### src/rtl/vga_101.sv
// VGA snake game: 640x480@60 timing from a 1-in-4 pixel enable, an 8-segment
// snake on a 40x30 grid of 16x16 cells, steered by two active-low buttons.
module vga_101 (
  input  logic       CLK_100MHz,
  input  logic       ResetN,
  input  logic       SwitchLeft,
  input  logic       SwitchRight,
  output logic       HSync,
  output logic       VSync,
  output logic [2:0] Red,
  output logic [2:0] Green,
  output logic [1:0] Blue
);

  // state   | meaning
  // ST_PLAY | snake advances on every move tick
  // ST_OVER | head hit the body; snake frozen until reset
  typedef enum logic {ST_PLAY, ST_OVER} game_state_t;

  localparam logic [1:0] TURN_NONE = 2'd0;
  localparam logic [1:0] TURN_CCW  = 2'd1;
  localparam logic [1:0] TURN_CW   = 2'd2;

  localparam logic [1:0] DIR_RIGHT = 2'd0;
  localparam logic [1:0] DIR_UP    = 2'd1;
  localparam logic [1:0] DIR_LEFT  = 2'd2;
  localparam logic [1:0] DIR_DOWN  = 2'd3;

  logic [1:0]  div;
  logic        pen;
  logic [9:0]  h_cnt;
  logic [9:0]  v_cnt;
  logic [2:0]  frame_cnt;
  logic        frame_tick;
  logic        move_tick;

  logic [1:0]  left_sync;
  logic [1:0]  right_sync;
  logic        left_prev;
  logic        right_prev;
  logic        left_press;
  logic        right_press;
  logic        press_one;
  logic [1:0]  turn_press;
  logic [1:0]  pending;

  game_state_t state_q;
  game_state_t state_d;
  logic        advance;
  logic        game_over;

  logic [1:0]  dir;
  logic [1:0]  dir_next;
  logic [5:0]  seg_x [8];
  logic [4:0]  seg_y [8];
  logic [5:0]  head_x_next;
  logic [4:0]  head_y_next;
  logic        hit;

  logic [5:0]  cx;
  logic [4:0]  cy;
  logic        visible;
  logic        head_on;
  logic        body_on;

  always_ff @(posedge CLK_100MHz) begin
    if (!ResetN) div <= 2'd0;
    else         div <= div + 2'd1;
  end

  assign pen = (div == 2'd3);

  always_ff @(posedge CLK_100MHz) begin
    if (!ResetN) begin
      h_cnt <= 10'd0;
      v_cnt <= 10'd0;
    end else if (pen) begin
      if (h_cnt == 10'd799) begin
        h_cnt <= 10'd0;
        v_cnt <= (v_cnt == 10'd524) ? 10'd0 : v_cnt + 10'd1;
      end else begin
        h_cnt <= h_cnt + 10'd1;
      end
    end
  end

  // Game state only changes at the first blanking line, so a frame never tears.
  assign frame_tick = pen && (h_cnt == 10'd0) && (v_cnt == 10'd480);
  assign move_tick  = frame_tick && (frame_cnt == 3'd7);

  always_ff @(posedge CLK_100MHz) begin
    if (!ResetN)         frame_cnt <= 3'd0;
    else if (frame_tick) frame_cnt <= frame_cnt + 3'd1;
  end

  always_ff @(posedge CLK_100MHz) begin
    if (!ResetN) begin
      left_sync  <= 2'b11;
      right_sync <= 2'b11;
      left_prev  <= 1'b1;
      right_prev <= 1'b1;
    end else begin
      left_sync  <= {left_sync[0], SwitchLeft};
      right_sync <= {right_sync[0], SwitchRight};
      left_prev  <= left_sync[1];
      right_prev <= right_sync[1];
    end
  end

  assign left_press  = left_prev & ~left_sync[1];
  assign right_press = right_prev & ~right_sync[1];
  assign press_one   = left_press ^ right_press;
  assign turn_press  = left_press ? TURN_CCW : TURN_CW;

  // A press landing on the move tick itself is kept for the following tick.
  always_ff @(posedge CLK_100MHz) begin
    if (!ResetN)        pending <= TURN_NONE;
    else if (move_tick) pending <= press_one ? turn_press : TURN_NONE;
    else if (press_one) pending <= turn_press;
  end

  always_comb begin
    dir_next = dir;
    case (pending)
      TURN_CCW: dir_next = dir + 2'd1;
      TURN_CW:  dir_next = dir - 2'd1;
      default:  dir_next = dir;
    endcase
  end

  always_comb begin
    head_x_next = seg_x[0];
    head_y_next = seg_y[0];
    case (dir_next)
      DIR_RIGHT: head_x_next = (seg_x[0] == 6'd39) ? 6'd0 : seg_x[0] + 6'd1;
      DIR_UP:    head_y_next = (seg_y[0] == 5'd0) ? 5'd29 : seg_y[0] - 5'd1;
      DIR_LEFT:  head_x_next = (seg_x[0] == 6'd0) ? 6'd39 : seg_x[0] - 6'd1;
      DIR_DOWN:  head_y_next = (seg_y[0] == 5'd29) ? 5'd0 : seg_y[0] + 5'd1;
      default:   head_x_next = seg_x[0];
    endcase
  end

  // The old tail is vacated by this move, so it is excluded from the hit test.
  always_comb begin
    hit = 1'b0;
    for (int i = 0; i < 7; i++) begin
      if ((seg_x[i] == head_x_next) && (seg_y[i] == head_y_next)) hit = 1'b1;
    end
  end

  always_ff @(posedge CLK_100MHz) begin
    if (!ResetN) state_q <= ST_PLAY;
    else         state_q <= state_d;
  end

  always_comb begin
    state_d = state_q;
    advance = 1'b0;
    case (state_q)
      ST_PLAY: begin
        if (move_tick) begin
          advance = 1'b1;
          if (hit) state_d = ST_OVER;
        end
      end
      ST_OVER: state_d = ST_OVER;
      default: state_d = ST_PLAY;
    endcase
  end

  assign game_over = (state_q == ST_OVER);

  always_ff @(posedge CLK_100MHz) begin
    if (!ResetN) begin
      dir <= DIR_RIGHT;
      for (int i = 0; i < 8; i++) begin
        seg_x[i] <= 6'(20 - i);
        seg_y[i] <= 5'd15;
      end
    end else if (advance) begin
      dir      <= dir_next;
      seg_x[0] <= head_x_next;
      seg_y[0] <= head_y_next;
      for (int i = 1; i < 8; i++) begin
        seg_x[i] <= seg_x[i-1];
        seg_y[i] <= seg_y[i-1];
      end
    end
  end

  assign cx      = h_cnt[9:4];
  assign cy      = v_cnt[8:4];
  assign visible = (h_cnt < 10'd640) && (v_cnt < 10'd480);
  assign head_on = (cx == seg_x[0]) && (cy == seg_y[0]);

  always_comb begin
    body_on = 1'b0;
    for (int i = 1; i < 8; i++) begin
      if ((cx == seg_x[i]) && (cy == seg_y[i])) body_on = 1'b1;
    end
  end

  always_ff @(posedge CLK_100MHz) begin
    if (!ResetN) begin
      HSync <= 1'b1;
      VSync <= 1'b1;
      Red   <= 3'd0;
      Green <= 3'd0;
      Blue  <= 2'd0;
    end else if (pen) begin
      HSync <= !((h_cnt >= 10'd656) && (h_cnt <= 10'd751));
      VSync <= !((v_cnt == 10'd490) || (v_cnt == 10'd491));
      if (!visible) begin
        {Red, Green, Blue} <= 8'h00;
      end else if (head_on) begin
        {Red, Green, Blue} <= {3'd7, 3'd7, 2'd3};
      end else if (body_on) begin
        {Red, Green, Blue} <= game_over ? {3'd7, 3'd0, 2'd0} : {3'd0, 3'd7, 2'd0};
      end else begin
        {Red, Green, Blue} <= 8'h00;
      end
    end
  end

endmodule

### config.mk
export PLATFORM = sky130hd
export DESIGN_NAME = vga_101
export DESIGN_NICKNAME = d
export VERILOG_FILES = /design/src/rtl/vga_101.sv
export SDC_FILE = /design/constraint.sdc
export NUM_CORES = 1
export LEC_CHECK = 0
export CAP_MARGIN = 10
export CORE_MARGIN = 8
export CORE_UTILIZATION = 60
export DETAILED_ROUTE_END_ITERATION = 7
export PLACE_DENSITY = 0.77
export SYNTH_ARGS = -nofsm -noshare
export SYNTH_HDL_FRONTEND = slang
export SYNTH_SLANG_ARGS = --single-unit
### constraint.sdc
create_clock -name CLK_100MHz -period 19.8 [get_ports CLK_100MHz]
set_clock_uncertainty 0.2 [all_clocks]
set_input_delay 3.96 -clock CLK_100MHz [delete_from_list [all_inputs] [get_ports CLK_100MHz]]
set_output_delay 3.96 -clock CLK_100MHz [all_outputs]
set_load 0.01 [all_outputs]
; After elaboration in Yosys (flattened, before gate mapping)
; Memories as Yosys holds them, arrays and structs flattened.
; Index checks and enable logic that the tools add are counted.
[classes]
n_addsub = 10
order_cmp = 4
n_eq_ne = 44
mux = 62
bitwise_logic = 22
n_reduce_logical = 29
[op_table]
columns = cell, n
row1 = $eq A6 B6 Y1, 15
row2 = $eq A5 B5 Y1, 15
row3 = $mux W6, 10
row4 = $mux W5, 10
row5 = $eq A10 B9 Y1 const B, 3
row6 = $mux W1, 22
row7 = $add A10 B1 Y10 const B, 2
row8 = $eq A10 B10 Y1 const B, 2
row9 = $logic_and A1 B1 Y1, 20
row10 = $mux W10, 2
row11 = $mux W3, 6
row12 = $or A1 B1 Y1, 16
row13 = $mux W2, 7
row14 = $pmux W6 S2, 1
row15 = $ge A10 B10 Y1 const B, 1
row16 = $le A10 B10 Y1 const B, 1
row17 = $logic_not A10 Y1, 1
row18 = $lt A10 B10 Y1 const B, 1
row19 = $lt A10 B9 Y1 const B, 1
row20 = $pmux W5 S2, 1
row21 = $eq A2 B2 Y1 const B, 4
row22 = $mux W8, 1
row23 = $add A6 B1 Y6 const B, 1
row24 = $eq A6 B6 Y1 const B, 1
row25 = 21 further kinds, 27
[word_totals]
ff_bits = 46
mem_bits_rw = 88
input_bits = 4
output_inout_bits = 10
wordCells = 189
mem_count = 2
[mem_list]
columns = memory, words, width, rd, rd_clocked_by_memory_dff, write_ports, line_no
row1 = seg_x, 8, 6, 8, 0, 8, 54  ; logic [5:0] seg_x [8];
row2 = seg_y, 8, 5, 8, 0, 8, 55  ; logic [4:0] seg_y [8];

; Longest topological paths before layout
[logic_depth]
word_depth = 16
ltp_mapped = 13
mapped_depth_nobuf = 11

; Worst setup path after synthesis
; OpenSTA, ideal clock, no wires.
[synth_timing]
kind = in2reg
startpoint = in ResetN
endpoint = mem seg_x[0][0] (enable)
setup_time_ns = 1.335
arrival_ns = 7.098
t_required_ns = 18.265
slack_ns = 11.168
cell_stages = 3
cell_sequence = clkbuf_1 clkbuf_1 o21ai_0
[synth_lines]
columns = item, line_no
row1 = "start, declared", 5  ; input logic ResetN,
row2 = "end, declared", 54

==> impl_metrics.csv <==
group,metric,value,unit
run_status,status,"finished, final reports clean",
layout,ff_latch_area,3460,sq um
cts,cts_hold_buf,0,
synthesis,yosysSeqAreaShare,41.8,%
cts,post_cts_buffers,0,
sta,fin_crit,5.65,ns
drt,dr.pass1.iters,6,
drt,avgRoutedWirePerCell,21.6,um
power_and_ir_drop,combPwrFrac,8.4,%
drt,drtIter0Drc,608,
grt,grt_util_all_layers,24.9,%
power_and_ir_drop,power.leakage,2.99,nW
synthesis,synth_area_per_cell,9.74,sq um
grt,grt_pass1_wl,34300,um
job,max_cap_violations,0,
cts,numCtsBuffers,17,
sta,post-route-period-util,28.6,%
sta,setup_ws,14.15,ns
setup_path,cp-end-kind,"flip-flop",
cts,cts-resized-gates,0,
floorplanning,rows,43,
placed_design,pre_cts_ws,13.72,ns
power_and_ir_drop,switching_power,159,uW
setup_path,arrival,5.63,ns
setup_path,path_max_fanout,73,
drt,avgViaCountPerCell,6.37,
setup_path,cp_common_cell,"buf_4",
setup_path,worstPathRequired,19.77,ns
setup_path,path_delay_family,"buffers and inverters",
floorplanning,initial_core_util,60.6,%
sta,hold_viol_final,0,
power_and_ir_drop,p_sw_share,24.8,%
drt,drtAntennaViolNets,0,
sta,fmax,0.177,GHz
synthesis,ys_ff_latch,129,
layout,multi_input_area,4450,sq um
layout,fill_cells,1082,
setup_path,slowest_stage,"buf_4",
layout,drive_gt1_share,7.13,%
floorplanning,num_io_pins,14,
layout,synthToLayoutAreaGrowth,8.03,%
drt,drt_wl_total,22000,um
power_and_ir_drop,cellPowerDensity,71.6,nW/um^2
grt,grt_max_degree,89,
cts,clock_path_buffers,2,
cts,cts_tree,"yes",
sta,worst_pin_slew,1.15,ns
sta,finalSetupViolCount,0,
synthesis,ys_types,78,
cts,cts.clk_slew.worst_paths,0.06,ns
synthesis,synth-edff-count,88,
placed_design,port_buffers,13,
synthesis,synth_cells,851,
setup_path,path_buf_inv,3,
floorplanning,die_x,134,um
drt,drc,0,
grt,overflow,0,
worst_hold_path,hold_path_class,"flip-flop to flip-flop",
grt,antenna_found_initial,0,
floorplanning,die-area,17800,sq um
layout,layout.nets,850,
power_and_ir_drop,ir_worst_vdd,0.0529,mV
sta,tns,0,ns
cts,clock_sinks,129,
synthesis,syn-cell-area,8290,sq um
power_and_ir_drop,internal_power,481,uW
layout,diodes,0,
setup_path,worstPathCellList,"buf_2 > buf_4 > and2_1 > buf_4 > or2b_1",
placed_design,hpwlAfterDp,14900,um
placed_design,gp_congestion,0.898,
setup_path,startpoint_type,"input port",
sta,report.final.slew_viol_count,0,
power_and_ir_drop,total_power,640,uW
cts,root_buffer,"clkbuf_16",
drt,vias,6505,
cts,clk_latency,0.43,ns
setup_path,path_class,"input port to flip-flop",
grt,grt_pass1_vias,6291,
synthesis,yosys_most_used_dff,"edfxtp_1",
floorplanning,die_y,134,um
power_and_ir_drop,pwr-share-seq,46.6,%
floorplanning,coreArea,13700,sq um
synthesis,syn-num-nets,873,
power_and_ir_drop,p_clk_share,45.0,%
synthesis,yosys_warnings,0,
setup_path,cp_slowest_stage_delay,0.52,ns
cts,cts_htree_levels,4,
synthesis,async_flop_share,0,%
setup_path,reg2reg_slack,15.60,ns
sta,rsz0062_at_grt,"no",
sta,maxSlewHeadroom,23.5,%
flip-flops by register name (all words and copies together), names as in the netlist:
| name | count |
|---|---|
| left_prev | 1 |
| div | 2 |
| pending | 2 |
| seg_y | 40 |
| Red | 1 |
| h_cnt | 10 |
| dir | 2 |
| seg_x | 48 |
| Blue | 1 |
| right_prev | 1 |
| game_over | 1 |
| left_sync | 2 |
| right_sync | 2 |
| HSync | 1 |
| Green | 1 |
| v_cnt | 10 |
| VSync | 1 |
| frame_cnt | 3 |
cells in the final DEF, fill, tap and decap left out, drive strengths merged, types with 7 or more instances in the layout:
master,n
o211ai,9
nand2b,47
dfxtp,41
a21oi,19
clkbuf,19
o21ai,20
and3,29
nor3,21
and2,20
nand4,28
edfxtp,88
nor2,54
nand3,23
inv,32
clkdlybuf4s50,12
a31oi,10
nor4,16
nor2b,13
nand2,50
ha,18
xor2,55
clkinv,8
xnor2,112
buf,7
worst register-to-register path: cells and delay by family (launching register included):
family | cells | cell delay, ns
and+or+nand+nor | 2 | 0.40
buffers and inverters | 2 | 0.37
xor gates and xnor gates | 2 | 0.35
AOI/OAI and AO/OA | 5 | 1.85
DFF | 1 | 0.35
adders and majority gates | 1 | 0.62
cells by family (layout without fill, tap and decap cells):
group | after synthesis | count (layout) | share of synthesized area [%]
AND/OR/NAND/NOR | 337 | 337 | 22.5
XOR/XNOR | 167 | 167 | 17.8
flip-flops | 129 | 129 | 41.8
AO/OA/AOI/OAI | 106 | 106 | 9.77
buffers and inverters | 88 | 78 | 4.67
adder cells (fa/ha/maj) | 18 | 18 | 2.72
multiplexers | 6 | 6 | 0.725
power by group through the flow:
stage,Combinational (mW),Clock [mW],Sequential [mW]
final,0.0538,0.288,0.298
after global routing,0.0585,0.301,0.299
after detailed placement,0.0525,0,0.304
after CTS,0.0530,0.290,0.298
after floorplan,0.0410,0,0.303
after global placement,0.0511,0,0.303
cell type report:
type | count | share of cell area (%)
Multi-Input combinational cell | 634 | 49.7
Timing Repair Buffer | 19 | 1.90
Clock buffer | 19 | 5.19
Tap cell | 180 | 2.52
Sequential cell | 129 | 38.7
Inverter | 27 | 1.13
Clock inverter | 13 | 0.895
worst paths after layout:
check	startpoint	to	depth (start not counted)
worst max register to register	pending[0]	game_over	12
worst max-delay path	ResetN	seg_x[0][13]	5
worst min-delay path	left_sync[0]	left_sync[1]	1
worst min register to register	left_sync[0]	left_sync[1]	1
through the flow:
stage                     hold slack [ns]  std cells  util (%)  cell area, sq um
final                               0.205       1021      65.5              8950
after global routing                0.227       1021      65.5              8950
after CTS                           0.213       1021      65.5              8950
after detailed placement            0.198        989      61.5              8410
after global placement              0.191        989      61.5              8410
after floorplan                     0.186        851         -              8290
cell usage after synthesis, types with 20 or more instances:
library cell	number	area, sq um
nand2b_1	47	294
xnor2_1	112	981
nor3_1	20	100
nor2_1	53	199
dfxtp_1	41	821
nand4_1	28	175
inv_1	26	97.6
xor2_1	53	464
clkbuf_1	31	116
nand2_1	50	188
nand3_1	23	115
and2_1	20	125
and3_1	29	181
edfxtp_1	88	2640
metal layers:
layer,wire [um],up-vias,part of all wire [%],GRT usage [%]
met5,0,-,0,0
met4,953,0,4.3,14.2
met3,1870,65,8.5,5.42
met2,10300,326,47,40.0
met1,8930,3152,41,30.5
li1,-,2962,-,-
Power figures use the tool's default switching activity.
